## config.mk

```make
export PLATFORM = sky130hd
export DESIGN_NAME = proc_trace_monitor
export DESIGN_NICKNAME = d
export VERILOG_FILES = /design/src/rtl/proc_trace_monitor.sv
export SDC_FILE = /design/constraint.sdc
export NUM_CORES = 1
export LEC_CHECK = 0
export BUFFER_PORTS_ARGS = -buffer_cell sky130_fd_sc_hd__buf_2
export CORE_MARGIN = 4
export CORE_UTILIZATION = 55
export DETAILED_ROUTE_END_ITERATION = 7
export PLACE_DENSITY = 0.74
export SETUP_SLACK_MARGIN = 0.2
export SLEW_MARGIN = 40
export SYNTH_ARGS = -nofsm -noshare
export SYNTH_HDL_FRONTEND = slang
export SYNTH_SLANG_ARGS = --single-unit
```

## constraint.sdc

```tcl
create_clock -name clk -period 3.4 [get_ports clk]
set_input_delay 0.51 -clock clk [delete_from_list [all_inputs] [get_ports clk]]
set_output_delay 0.51 -clock clk [all_outputs]
set_load 0.05 [all_outputs]
```

## src/rtl/proc_trace_monitor.sv

```systemverilog
// Run-control and trace unit for the 16-bit processor: captures retired PC/instruction
// pairs into a circular buffer, counts run cycles and halts the core on PC breakpoints.
module proc_trace_monitor #(
  parameter int PC_W    = 16,
  parameter int INSTR_W = 16,
  parameter int DEPTH   = 16,
  parameter int NUM_BP  = 2,
  parameter int CYC_W   = 32,
  localparam int PTR_W  = $clog2(DEPTH),
  localparam int LVL_W  = PTR_W + 1
) (
  input  logic                   clk,
  input  logic                   reset,
  input  logic                   arm,
  input  logic                   instr_valid,
  input  logic [PC_W-1:0]        pc,
  input  logic [INSTR_W-1:0]     instr,
  input  logic [NUM_BP-1:0]      bp_en,
  input  logic [NUM_BP*PC_W-1:0] bp_addr,
  output logic                   halt_req,
  output logic                   running,
  output logic [CYC_W-1:0]       cycle_count,
  input  logic                   rd_ready,
  output logic                   rd_valid,
  output logic [PC_W-1:0]        rd_pc,
  output logic [INSTR_W-1:0]     rd_instr,
  output logic [LVL_W-1:0]       level,
  output logic                   overflow
);

  typedef enum logic [1:0] {
    S_IDLE,
    S_RUN,
    S_HALTED
  } state_t;

  state_t state, state_nxt;

  logic [PTR_W-1:0]         head, tail;
  logic [PC_W+INSTR_W-1:0]  mem [DEPTH];

  logic bp_match;
  logic arm_start;
  logic push;
  logic pop;
  logic hit;
  logic full;

  // NOTE: every signal written in an always_comb gets a default first, so no path leaves it
  // unassigned and no latch is inferred.
  always_comb begin
    bp_match = 1'b0;
    for (int k = 0; k < NUM_BP; k++) begin
      if (bp_en[k] && (pc == bp_addr[k*PC_W +: PC_W])) bp_match = 1'b1;
    end
  end

  // arm is only honoured outside RUN; its clear takes priority over any push or pop.
  assign arm_start = arm && (state != S_RUN);
  assign push      = (state == S_RUN) && instr_valid;
  assign hit       = push && bp_match;
  assign full      = (level == LVL_W'(DEPTH));
  assign pop       = rd_valid && rd_ready;

  always_comb begin
    state_nxt = state;
    case (state)
      S_IDLE:   if (arm) state_nxt = S_RUN;
      S_RUN:    if (hit) state_nxt = S_HALTED;
      S_HALTED: if (arm) state_nxt = S_RUN;
      default:  state_nxt = S_IDLE;
    endcase
  end

  // NOTE: sequential state is updated with non-blocking assignments so every register
  // samples the pre-edge values of its neighbours.
  always_ff @(posedge clk or negedge reset) begin
    if (!reset) state <= S_IDLE;
    else        state <= state_nxt;
  end

  always_ff @(posedge clk or negedge reset) begin
    if (!reset) begin
      cycle_count <= '0;
    end else if (arm_start) begin
      cycle_count <= '0;
    end else if ((state == S_RUN) && (cycle_count != '1)) begin
      cycle_count <= cycle_count + 1'b1;
    end
  end

  // Pop is never valid on an empty buffer, so a full push without a pop is the only overwrite.
  always_ff @(posedge clk or negedge reset) begin
    if (!reset) begin
      head     <= '0;
      tail     <= '0;
      level    <= '0;
      overflow <= 1'b0;
    end else if (arm_start) begin
      head     <= '0;
      tail     <= '0;
      level    <= '0;
      overflow <= 1'b0;
    end else begin
      if (push) tail <= tail + 1'b1;
      if (pop || (push && full)) head <= head + 1'b1;
      if (push && !pop && full) overflow <= 1'b1;
      if (push && !pop && !full)    level <= level + 1'b1;
      else if (pop && !push)        level <= level - 1'b1;
    end
  end

  // NOTE: the trace storage has no reset; head/tail/level decide which entries are
  // meaningful, so clearing the array would only cost reset fan-out.
  always_ff @(posedge clk) begin
    if (push) mem[tail] <= {pc, instr};
  end

  assign rd_valid = (level != '0);
  assign rd_pc    = mem[head][INSTR_W +: PC_W];
  assign rd_instr = mem[head][INSTR_W-1:0];
  assign halt_req = (state == S_HALTED);
  assign running  = (state == S_RUN);

endmodule
```

==> impl_metrics.env, run 1 <==
export IMPL_status="completed"
export IMPL_dieArea_mm2=0.0444
export IMPL_drc=0
export IMPL_fin_skew_ns=0.0202
export IMPL_reg2regPathDepth=9
export IMPL_grt_pass1_wl_um=79500
export IMPL_synth_nets=1379
export IMPL_postPlaceCellArea_mm2=0.0243
export IMPL_core_mm2=0.0407
export IMPL_ys_seq_area_share_pct=73.3
export IMPL_synth_cell_types=54
export IMPL_avgSynthCellArea_um2=17.4
export IMPL_synth_area_mm2=0.0226
export IMPL_rows=74
export IMPL_antenna_left=0
export IMPL_synthCells=1297
export IMPL_antenna_found_initial=1
export IMPL_start_util_pct=55.5
export IMPL_cts_max_level=2
export IMPL_p_per_area_mw_per_mm2=868
export IMPL_io_buffers=143
export IMPL_wl_per_cell_um=25.3
export IMPL_synth_seq_cells=560
export IMPL_p_seq_share_pct=37.4
export IMPL_dieWidth_um=211
export IMPL_setup_viol=0
export IMPL_grt_total_usage_pct=23.7
export IMPL_first_pass_iters=5
export IMPL_cp_start_kind="flip-flop"
export IMPL_grt_pass1_vias=13028
export IMPL_synthFlopType="edfxtp_1"
export IMPL_io_pin_count=144
export IMPL_dp_cells=1952
export IMPL_yosysWarnings=0
export IMPL_cts_root_buffer="clkbuf_16"
export IMPL_worstHoldPathCells=3
export IMPL_synth_edff_count=512
export IMPL_clkTransAtPathRegs_ns=0.06
export IMPL_cts_made_buffers=55
export IMPL_critPathArrivalTime_ns=2.67
export IMPL_routed_wl_um=52100
export IMPL_worstMarginPinSlew_ns=0.705
export IMPL_switching_share_pct=36.5
export IMPL_reg2reg_slack_ns=0.52
export IMPL_clock_sinks=560
export IMPL_finalSetupTns_ns=0
export IMPL_nNetsFinal=1567
export IMPL_power_frac_clock_pct=26.0
export IMPL_layoutNonFillerInstCount=2064
export IMPL_finalHoldViolCount=0
export IMPL_clock_fmax_ghz=0.314
export IMPL_drive_gt1_share_pct=26.2
export IMPL_synthArstFlopShare_pct=8.57
export IMPL_period_share_pct=93.5
export IMPL_crit_fanout=14
export IMPL_gr_total_overflow=0
export IMPL_period_minus_slack_ns=3.18
export IMPL_area_delta_synth_final_pct=16.1
export IMPL_relSlewSlack_pct=53.0
export IMPL_required_ns=2.89
export IMPL_cts_buffer_depth=3
export IMPL_drtIter0Drc=1176
export IMPL_gp_congestion=0.788
export IMPL_critPathKind="flip-flop to output port"
export IMPL_cap_violations=0
export IMPL_internal_power_mw=14.5
export IMPL_antenna_cells=0
export IMPL_irDropWorstVdd_v=0.000631
export IMPL_rsz0062_at_grt="yes"
export IMPL_cts_tree="built"
export IMPL_stdcell_area_mm2=0.0262
export IMPL_via_per_inst=6.08
export IMPL_leakage_nw=9.21
export IMPL_dieHeight_um=211
export IMPL_power_combinational_fraction_pct=36.7
export IMPL_slew_violations=0
export IMPL_hold_class="input pin to flip-flop"
export IMPL_clkLatencyLatePin_ns=0.61
export IMPL_worst_setup_path_end_kind="output port"
export IMPL_dr_total_vias=12548
export IMPL_dp_hpwl_um=28900
export IMPL_grt_max_degree=50
export IMPL_p_switching_mw=8.31
final cells by class:
| type | count | area (um2) |
|---|---|---|
| inverters | 7 | 26.3 |
| well taps | 532 | 666 |
| repair buffers | 193 | 1390 |
| clock inverters | 27 | 244 |
| flip-flops and latches | 560 | 16600 |
| fillers | 2779 | 14500 |
| clock buffers | 77 | 1510 |
| multi-input cells | 668 | 5820 |
cell usage after synthesis (all sizes together) (2+ instances only):
library cell / n / share of area [%]
a21o: 4 / 0.13
a21oi: 43 / 0.95
a221oi: 32 / 1.2
a22oi: 32 / 1.1
a31oi: 2 / 0.055
and2: 18 / 0.50
and3: 10 / 0.30
and4: 4 / 0.15
buf: 26 / 0.59
clkbuf: 36 / 0.60
dfrtp: 48 / 5.3
edfxtp: 512 / 68
ha: 10 / 0.55
inv: 7 / 0.12
mux2: 28 / 1.4
mux2i: 104 / 4.6
mux4: 64 / 6.4
nand2: 74 / 1.2
nand2b: 2 / 0.055
nand3: 13 / 0.31
nand4: 16 / 0.47
nor2: 32 / 0.54
nor2b: 2 / 0.055
nor3: 8 / 0.18
nor3b: 2 / 0.066
nor4: 8 / 0.22
nor4b: 2 / 0.11
o211ai: 3 / 0.10
o21ai: 73 / 1.6
o31ai: 6 / 0.20
or3: 8 / 0.22
xnor2: 9 / 0.35
xor2: 45 / 1.7
final timing paths:
path                            startpoint             end
worst max-delay path               head[1]    rd_instr[14]
worst min-delay path                   arm        state[0]
worst max register to register    level[1]        level[4]
worst min register to register    overflow        overflow
max in group asynchronous            reset         head[0]
min in group asynchronous            reset  cycle_count[0]
power by group through the flow:
stage                     Clock [mW]  Combinational [mW]  Sequential [mW]
final                           5.92                8.36             8.52
after detailed placement           0                7.97             8.70
after global placement             0                7.85             8.66
after global routing            6.32                8.93             8.58
after floorplan                    0                5.43             8.90
after CTS                       5.99                8.29             8.54
repair_timing:
item / 4_1_cts / 5_1_grt
setup endpoints to repair: 32 / 26
gates resized for setup: 10 / 16
setup buffers: 3 / 2
hold buffers: 1 / 0
pin swaps: 0 / 0
gates cloned: 2 / 0
endpoints found under the hold margin: 48 / 0
routing by layer:
layer	vias to the layer above	part of all wire [%]	track usage [%]
li1	5571	-	-
met1	6405	39	31.8
met2	498	51	41.0
met4	2	2.0	6.01
met3	72	7.6	4.08
met5	-	0.031	0
through the flow:
| step | setup slack (ns) | hold slack, ns | total power, mW | util, % |
|---|---|---|---|---|
| 4_1_cts | 0.234 | 0.231 | 22.8 | 64.2 |
| 3_3_place_gp | 0.624 | 0.473 | 16.5 | 59.5 |
| 5_1_grt | 0.134 | 0.266 | 23.8 | 64.4 |
| 3_5_place_dp | 0.415 | 0.490 | 16.7 | 59.5 |
| 2_1_floorplan | 0.438 | 0.214 | 14.3 | - |
| 6_report | 0.220 | 0.257 | 22.8 | 64.4 |
cell families (layout without fill, tap and decap cells):
logic type	after synthesis	after routing	synth area share, %
xor+xnor	54	54	2.09
fa+ha+maj	11	11	0.642
buf+inv	69	304	1.30
compound gates	204	204	5.74
simple gates	203	203	4.55
mux	196	196	12.4
flops	560	560	73.3
worst max-delay path: stages (launching register included):
cell      delay (ns)
dfrtp_4         0.56
and2_4          0.26
buf_4           0.24
a221oi_1        0.43
o21ai_0         0.18
nand2_1         0.11
buf_2           0.26
flip-flops by register name, summed over array words and instances, names as in the netlist:
register / cells
level: 5
overflow: 1
state: 2
head: 4
cycle_count: 32
tail: 4
mem: 512
layout by cell type, fill, tap and decap left out, types with 16 or more instances in the layout:
cell type  count
edfxtp_1     512
buf_2        139
mux2i_1      104
nand2_1       74
o21ai_0       71
mux4_2        64
clkbuf_16     56
xor2_1        45
dfrtp_1       44
a21oi_1       43
a22oi_1       32
nor2_1        30
buf_4         30
mux2_2        28
a221oi_1      24
clkbuf_1      18
and2_2        16
Note: power is estimated with default switching activity, not from simulation.
==> run 2, diff against run 1 <==
- CORE_UTILIZATION: 55 -> 30
- PLACE_DENSITY: 0.74 -> 0.46
==> impl_metrics.env, run 2 (synthesis results as in run 1) <==
export IMPL_status="completed"
export IMPL_cp_start_kind="flip-flop"
export IMPL_first_pass_iters=5
export IMPL_core_mm2=0.0746
export IMPL_worst_setup_path_end_kind="output port"
export IMPL_grt_pass1_vias=13196
export IMPL_critPathTopFamily="buffers and inverters"
export IMPL_finalSetupTns_ns=0
export IMPL_mostFrequentLayoutCells="512 x edfxtp_1, 124 x buf_2, 104 x mux2i_1"
export IMPL_critPathKind="flip-flop to output port"
export IMPL_setup_ws_ns=0.315
export IMPL_io_pin_count=144
export IMPL_hold_class="input pin to flip-flop"
export IMPL_use_met1_pct=20.2
export IMPL_antenna_left=0
export IMPL_rsz0062_at_grt="yes"
export IMPL_layout_commonest_cell="edfxtp_1"
export IMPL_power_combinational_fraction_pct=37.3
export IMPL_period_minus_slack_ns=3.08
export IMPL_leakage_nw=9.46
export IMPL_dr_total_vias=12545
export IMPL_p_switching_mw=8.85
export IMPL_power_frac_clock_pct=27.3
export IMPL_grt_total_usage_pct=15.1
export IMPL_rows=100
export IMPL_regArea_mm2=0.0166
export IMPL_start_util_pct=30.3
export IMPL_nNetsFinal=1595
export IMPL_hold_worst_slack_ns=0.265
export IMPL_cts_max_level=3
export IMPL_place_ws_ns=0.433
export IMPL_required_ns=2.89
export IMPL_drive_gt1_share_pct=27.2
export IMPL_switching_share_pct=36.7
export IMPL_p_per_area_mw_per_mm2=881
export IMPL_wl_per_cell_um=24.5
export IMPL_largest_register_ffs=512
export IMPL_dp_hpwl_um=36100
export IMPL_io_buffers=143
export IMPL_multi_input_area_mm2=0.00584
export IMPL_gp_congestion=0.732
export IMPL_relSlewSlack_pct=47.0
export IMPL_via_per_inst=4.96
export IMPL_busiest_layer="met2"
export IMPL_grt_max_degree=39
export IMPL_antenna_found_initial=3
export IMPL_nFillCells=7012
export IMPL_cap_violations=0
export IMPL_irDropWorstVdd_v=0.000430
export IMPL_p_seq_share_pct=35.4
export IMPL_top_regs="mem x512, cycle_count x32, level x5"
export IMPL_grt_pass1_wl_um=88400
export IMPL_critPathArrivalTime_ns=2.57
export IMPL_reg2reg_from="level[1]"
export IMPL_dieWidth_um=283
export IMPL_finalHoldViolCount=0
export IMPL_grtUsageMet2_pct=25.6
export IMPL_drc=0
export IMPL_path_cells="buf_12 > buf_16 > buf_4 > mux4_2 > a22oi_1 > nand2_1 > buf_2"
export IMPL_drtIter0Drc=897
export IMPL_cts_made_buffers=66
export IMPL_clkTransAtPathRegs_ns=0.06
export IMPL_crit_start="head[0]"
export IMPL_cts_buffer_depth=3
export IMPL_cts_root_buffer="clkbuf_16"
export IMPL_cts_tree="built"
export IMPL_grt_use_met3_pct=3.02
export IMPL_crit_fanout=19
export IMPL_regMostFlops="mem"
export IMPL_slew_violations=0
export IMPL_clock_fmax_ghz=0.324
export IMPL_dieArea_mm2=0.0798
export IMPL_cp_num_buf_inv=4
export IMPL_area_delta_synth_final_pct=21.1
export IMPL_internal_power_mw=15.3
export IMPL_fin_skew_ns=0.0281
export IMPL_power_mw=24.1
export IMPL_clkLatencyLatePin_ns=0.59
export IMPL_worstMarginPinSlew_ns=0.788
export IMPL_gr_total_overflow=0
export IMPL_routed_wl_um=61800
export IMPL_clock_sinks=560
export IMPL_setup_viol=0
export IMPL_critPathMaxStageDelay_ns=0.52
export IMPL_worstHoldStart="arm"
export IMPL_crit_slowest_cell="dfrtp_4"
export IMPL_dieHeight_um=283
export IMPL_period_share_pct=90.7
## run 2: changes by cell type in the layout (fill, tap and decap cells not counted), sizes merged
cell,before,now
buf,187,200
bufbuf,2,0
bufinv,4,3
clkbuf,80,98
clkinvlp,2,1
diode,0,1
inv,11,10
## run 2: final timing paths
kind	depth (start not counted)	end	slack, ns
max	7	rd_instr[9]	0.32
min	3	state[0]	0.26
max reg2reg	9	level[4]	0.49
min reg2reg	1	state[0]	0.52
max in group asynchronous	3	cycle_count[3]	2.45
min in group asynchronous	2	cycle_count[14]	0.41
## run 2: cell type report
type / instances / area share (%)
clock buffer: 89 / 6.50
sequential: 560 / 60.6
multi-input combinational: 668 / 21.3
inverter: 7 / 0.0960
timing repair buffer: 210 / 6.26
antenna: 1 / 0.00914
tap: 969 / 4.43
clock inverter: 24 / 0.754
## run 2: power by group through the flow
| stage | logic [mW] | registers [mW] | clock network, mW |
|---|---|---|---|
| after floorplan | 5.43 | 8.90 | 0 |
| after global placement | 8.32 | 8.64 | 0 |
| after detailed placement | 8.35 | 8.67 | 0 |
| after CTS | 8.69 | 8.53 | 6.78 |
| after global routing | 9.66 | 8.60 | 7.07 |
| final | 9.01 | 8.53 | 6.59 |
## run 2: routing by layer
layer	wire length [um]	up-vias
met5	0	-
met4	1170	0
met3	2820	81
met2	30700	306
met1	27100	6519
li1	-	5639
## run 2: worst register-to-register path: stages, from the launching register on
cell      delay (ns)
dfrtp_1         0.44
or4_1           0.57
nor2_1          0.22
o21ai_1         0.24
fa_1            0.47
a21o_1          0.19
a21o_1          0.22
o32ai_1         0.27
nand2b_1        0.09
a31oi_1         0.13
## run 2: stage by stage
stage	utilization (%)	cell area (um2)	instances
floorplan	-	22600	1297
global placement	33.4	24900	2398
detailed placement	33.4	24900	2398
CTS	36.3	27100	2518
global route	36.7	27400	2527
finish	36.7	27400	2528
## run 2: what timing repair did
item	CTS	global route
pin swaps	0	3
hold buffers	1	0
resized for setup	14	49
endpoints found under the setup margin	16	33
endpoints found under the hold margin	9	0
setup buffers	4	4
gates cloned	2	5
